<file path="src/rtl/z80_daisy_irq.sv">
// Z80 mode-2 daisy-chain interrupt unit: up to four prioritised channels, INT_n/IEI/IEO and vector drive.
// Latency: one register stage; requests, acknowledges and RETIs take effect at the enabled edge that samples them.
// Backpressure: none; the CPU paces the unit through SPM1 and RETI, and I_CLKEN freezes all state.
module z80_daisy_irq #(
    parameter int NCH = 4
) (
    input  logic           I_CLK,
    input  logic           I_RESET,
    input  logic           I_CLKEN,
    input  logic           I_M1_n,
    input  logic           I_SPM1,
    input  logic           I_RETI,
    input  logic           I_IEI,
    input  logic [NCH-1:0] I_REQ,
    input  logic [7:0]     I_VBASE,
    output logic           O_INT_n,
    output logic           O_IEO,
    output logic [7:0]     O_D,
    output logic           O_DOE
);

    logic [NCH-1:0] ip;
    logic [NCH-1:0] ius;
    logic           spm1_r;
    logic           ack_valid;
    logic [1:0]     ack_ch;

    logic [NCH-1:0] elig;
    logic           any_elig;
    logic           ack_fire;
    logic           reti_fire;
    logic [1:0]     sel;
    logic [1:0]     reti_k;
    logic [NCH-1:0] ip_nxt;
    logic [NCH-1:0] ius_nxt;

    // The low vector bits come from the channel number, not from the base.
    logic unused_vbase;
    assign unused_vbase = ^I_VBASE[2:0];

    // Eligibility: pending and not blocked by itself or any higher-priority in-service channel.
    always_comb begin
        logic blocked;
        blocked = 1'b0;
        elig    = '0;
        for (int i = 0; i < NCH; i++) begin
            blocked = blocked | ius[i];
            elig[i] = ip[i] & ~blocked;
        end
    end

    assign any_elig = |elig;

    // Lowest-index eligible channel and lowest-index in-service channel.
    always_comb begin
        sel    = 2'd0;
        reti_k = 2'd0;
        for (int i = NCH - 1; i >= 0; i--) begin
            if (elig[i]) sel = 2'(i);
            if (ius[i])  reti_k = 2'(i);
        end
    end

    assign ack_fire  = I_SPM1 & ~spm1_r & I_IEI & any_elig;
    assign reti_fire = I_RETI & I_IEI & (|ius);

    // Next pending/in-service state, all evaluated from the pre-update registers.
    always_comb begin
        ip_nxt  = ip;
        ius_nxt = ius;
        if (ack_fire) begin
            ip_nxt[sel]  = 1'b0;
            ius_nxt[sel] = 1'b1;
        end
        // A new request on the acknowledged channel is kept.
        ip_nxt = ip_nxt | I_REQ;
        // The RETI clear is applied last so it wins on a shared bit.
        if (reti_fire) begin
            ius_nxt[reti_k] = 1'b0;
        end
    end

    // Register update, qualified by the CPU clock enable.
    always_ff @(posedge I_CLK) begin
        if (I_RESET) begin
            ip        <= '0;
            ius       <= '0;
            spm1_r    <= 1'b0;
            ack_valid <= 1'b0;
            ack_ch    <= 2'd0;
        end else if (I_CLKEN) begin
            ip     <= ip_nxt;
            ius    <= ius_nxt;
            spm1_r <= I_SPM1;
            if (ack_fire) begin
                ack_valid <= 1'b1;
                ack_ch    <= sel;
            end else if (!I_SPM1) begin
                ack_valid <= 1'b0;
            end
        end
    end

    // Bus-facing outputs: chain and request from registers, vector drive gated by the live SPM1 level.
    always_comb begin
        O_INT_n = ~(I_IEI & any_elig);
        O_IEO   = I_IEI & ~(|ius) & ~(any_elig & ~I_M1_n);
        O_DOE   = ack_valid & I_SPM1;
        O_D     = O_DOE ? {I_VBASE[7:3], ack_ch, 1'b0} : 8'h00;
    end

endmodule

</file>
<file path="config.mk">
export PLATFORM = sky130hd
export DESIGN_NAME = z80_daisy_irq
export DESIGN_NICKNAME = d
export VERILOG_FILES = /design/src/rtl/z80_daisy_irq.sv
export SDC_FILE = /design/constraint.sdc
export NUM_CORES = 1
export LEC_CHECK = 0
export ABC_AREA = 1
export ABC_CLOCK_PERIOD_IN_PS = 1140
export BUFFER_PORTS_ARGS = -buffer_cell sky130_fd_sc_hd__buf_2
export CAP_MARGIN = 20
export CORE_UTILIZATION = 41
export CTS_CLUSTER_DIAMETER = 120
export DETAILED_ROUTE_END_ITERATION = 10
export PLACE_DENSITY = 0.7
export SYNTH_ARGS = -nofsm -noshare
export SYNTH_HDL_FRONTEND = slang
export SYNTH_SLANG_ARGS = --single-unit
</file>
<file path="constraint.sdc">
create_clock -name I_CLK -period 1.14 [get_ports I_CLK]
set_input_delay 0.057 -clock I_CLK [delete_from_list [all_inputs] [get_ports I_CLK]]
set_output_delay 0.057 -clock I_CLK [all_outputs]
set_load 0.005 [all_outputs]
</file>
==> flow_summary_export.csv <==
group,metric,value,unit
hold_path,holdPathEnd,"ip[0]",
synthesis,synthMuxAreaShare,0,%
synthesis,synth_area_per_cell,6.71,sq um
global_routing,grt_max_degree,11,
setup_path,critPathRequiredTime,1.08,ns
global_routing,grt_pass1_vias,730,
setup_path,path_max_fanout,6,
timing,slew_viol_final,0,
synthesis,yosysTopAreaCell,"dfxtp_1",
placement,io_buffers,25,
layout,drive_above_1_share,44.9,%
clocking,worstSkewPairLatency,0.27,ns
timing,max_freq,689,MHz
setup_path,crit_start,"ius[0]",
routing,viasPerCell,4.85,
synthesis,netlist_instances,110,
routing,routed-via-count,829,
placement,dp_hpwl,1430,um
outcome,outcome,"finished, violations left",
synthesis,synth_fp_nets,129,
synthesis,yosysUniqueCellTypes,24,
synthesis,synth-main-ff-cell,"dfxtp_1",
global_routing,grt.total_usage,22.0,%
clocking,cts_max_level,1,
routing,drc,0,
floorplan,die-area,1970,sq um
synthesis,yosysMostFrequentCell,"nand2_1",
layout,diodes,0,
floorplan,start_util,46.3,%
synthesis,synth-compound-area-share,18.3,%
power_and_ir_drop,cellLeakagePower,0.518,nW
clocking,path_clk_slew,0.07,ns
setup_path,crit_type,"reg -> out",
synthesis,synth-edff-count,0,
placement,place_congestion,0.933,
layout,post-route-util,67.1,%
floorplan,die_width,44.4,um
clocking,tritoncts,"yes",
timing,finClkSkew,0.00202,ns
synthesis,synthTopCellsByCount,"nand2_1, nor2_1, inv_1, dfxtp_1, a21oi_1",
synthesis,synth_area,738,sq um
clocking,cts_sinks,12,
layout,num-nets-final,168,
synthesis,synth_top_cell_area_share,32.5,%
timing,rsz0062_at_grt,"true",
global_routing,antenna_found_initial,0,
routing,drt_first_pass_iters,4,
setup_path,worst_r2r_endpoint,"ip[1]",
floorplan,rows,14,
floorplan,num_io_pins,30,
synthesis,synth_seq_area_share,32.5,%
routing,avgRoutedWirePerCell,12.0,um
flow_run,cap_viol_max_count,0,
floorplan,die_y,44.4,um
setup_path,r2r_cells,7,
timing,fin_ws,-0.311,ns
synthesis,synth_simple_gate_area_share,38.3,%
timing,finalHoldViolations,0,
timing,fin_setup_tns,-3.01,ns
setup_path,slowest_delay,0.37,ns
timing,setup_viol,13,
synthesis,synthAdderAreaFrac,0,%
synthesis,ys.warnings.count,0,
power_and_ir_drop,ir_worst_vdd,0.968,mV
power_and_ir_drop,powerDensity,931,nW/um^2
setup_path,worst_r2r_startpoint,"ius[0]",
setup_path,worstPathArrival,1.39,ns
clocking,hold_buffers,0,
setup_path,crit_path_start_kind,"flop",
routing,ant_nets,0,
hold_path,hp-start,"I_RESET",
clocking,cts_buffers,3,
synthesis,synth_seq_cells,12,
clocking,clock-root-buffer,"clkbuf_4",
global_routing,overflow,0,
setup_path,crit_chain,"nor2_4 > nand3_4 > a31oi_4 > nor3_2 > buf_2",
timing,period_minus_slack,1.45,ns
routing,drt_wl_total,2050,um
timing,fin_crit_sh,127,%
routing,drtIter0Drc,21,
synthesis,synth_top_family_by_area,"simple AND/OR/NAND/NOR gates",
setup_path,r2r_slack,-0.31,ns
clocking,ctsLongestPathBuffers,2,
synthesis,async_flop_share,0,%
floorplan,core-area,1590,sq um
hold_path,hp-class,"in -> reg",
setup_path,endpoint_kind,"primary output",
synthesis,synth_xor_area_share,0,%
setup_path,slowest_stage,"dfxtp_4",
outcome,violations,"setup timing",
global_routing,grt_pass1_wl,3050,um
hold_path,hold_depth,2,
synthesis,synthTopCellsByArea,"dfxtp_1, nand2_1, nor2_1",
layout,area_growth,44.9,%
-- critical path: cells and delay by family, from the launching register on --
family,cells,cell delay [ns]
buffers and inverters,1,0.12
DFF,1,0.37
and+or+nand+nor,3,0.44
AOI/OAI and AO/OA,1,0.19
-- routing by layer --
layer  global-route usage, %  part of all wire [%]  vias up
met5                       0                     0        -
met4                    5.45                  0.63        0
met3                    7.35                   5.7        2
met2                    39.4                    52       30
met1                    24.8                    42      369
li1                        -                     -      428
-- how the worst max path moves through the flow --
stage | endpoint | slack (ns) | depth (start not counted)
after global routing | O_IEO | -0.38 | 5
after floorplan | ack_ch[0] | -0.03 | 6
final | O_IEO | -0.31 | 5
after global placement | ius[3] | -0.14 | 6
after CTS | O_IEO | -0.32 | 5
after detailed placement | ius[3] | -0.14 | 6
-- through the flow --
| step | cells | instance area (sq um) | hold slack, ns | total power, mW | setup slack, ns |
|---|---|---|---|---|---|
| finish | 171 | 1070 | 0.0220 | 0.996 | -0.311 |
| global route | 171 | 1070 | 0.0327 | 1.05 | -0.380 |
| CTS | 169 | 992 | 0.0210 | 0.948 | -0.317 |
| detailed placement | 163 | 936 | 0.310 | 0.674 | -0.144 |
| global placement | 163 | 936 | 0.309 | 0.670 | -0.136 |
| floorplan | 110 | 748 | 0.119 | 0.598 | -0.0255 |
-- sequential cells by signal, indices dropped and copies added, names as in the netlist --
signal,cells
ip,4
ius,4
ack_ch,2
ack_valid,1
spm1_r,1
-- power breakdown --
part / switching (mW) / total, mW / internal [mW] / leakage (nW)
logic: 0.153 / 0.281 / 0.128 / 0.405
registers: 0.0198 / 0.456 / 0.436 / 0.0994
clock network: 0.136 / 0.259 / 0.122 / 0.0138
-- cell usage in the layout (no fill, tap or decap) --
master	count
buf_2	25
nand2_1	20
inv_1	16
nor2_1	15
dfxtp_1	10
buf_4	9
a21oi_1	8
nor2_2	5
nand3_4	4
a21oi_2	4
nand4_1	4
o21ai_2	3
clkbuf_4	3
o21ai_0	2
nand2_2	2
nand3_1	2
o31ai_1	2
buf_6	2
nor2_4	1
a21oi_4	1
a31oi_4	1
nor3_2	1
nor3b_2	1
or2_2	1
inv_2	1
o21ai_1	1
conb_1	1
dfxtp_4	1
dfxtp_2	1
-- timing repair --
item | in CTS | in global routing
setup endpoints to repair | 13 | 13
pin swaps | 5 | 6
setup buffers | 3 | 2
gates resized for setup | 3 | 18
gates cloned | 0 | 0
-- final cells by class --
type,count,area (sq um)
fillers,144,524
multi-input cells,79,493
flip-flops and latches,12,245
repair buffers,36,215
inverters,17,63.8
well taps,24,30.0
clock buffers,3,22.5
-- cell families (layout without fill, tap and decap cells) --
group                  after synthesis  count (layout)
other                                1               1
buffers and inverters               19              56
AND/OR/NAND/NOR                     56              56
AO/OA/AOI/OAI                       22              22
flip-flops                          12              12
Power figures use the tool's default switching activity.
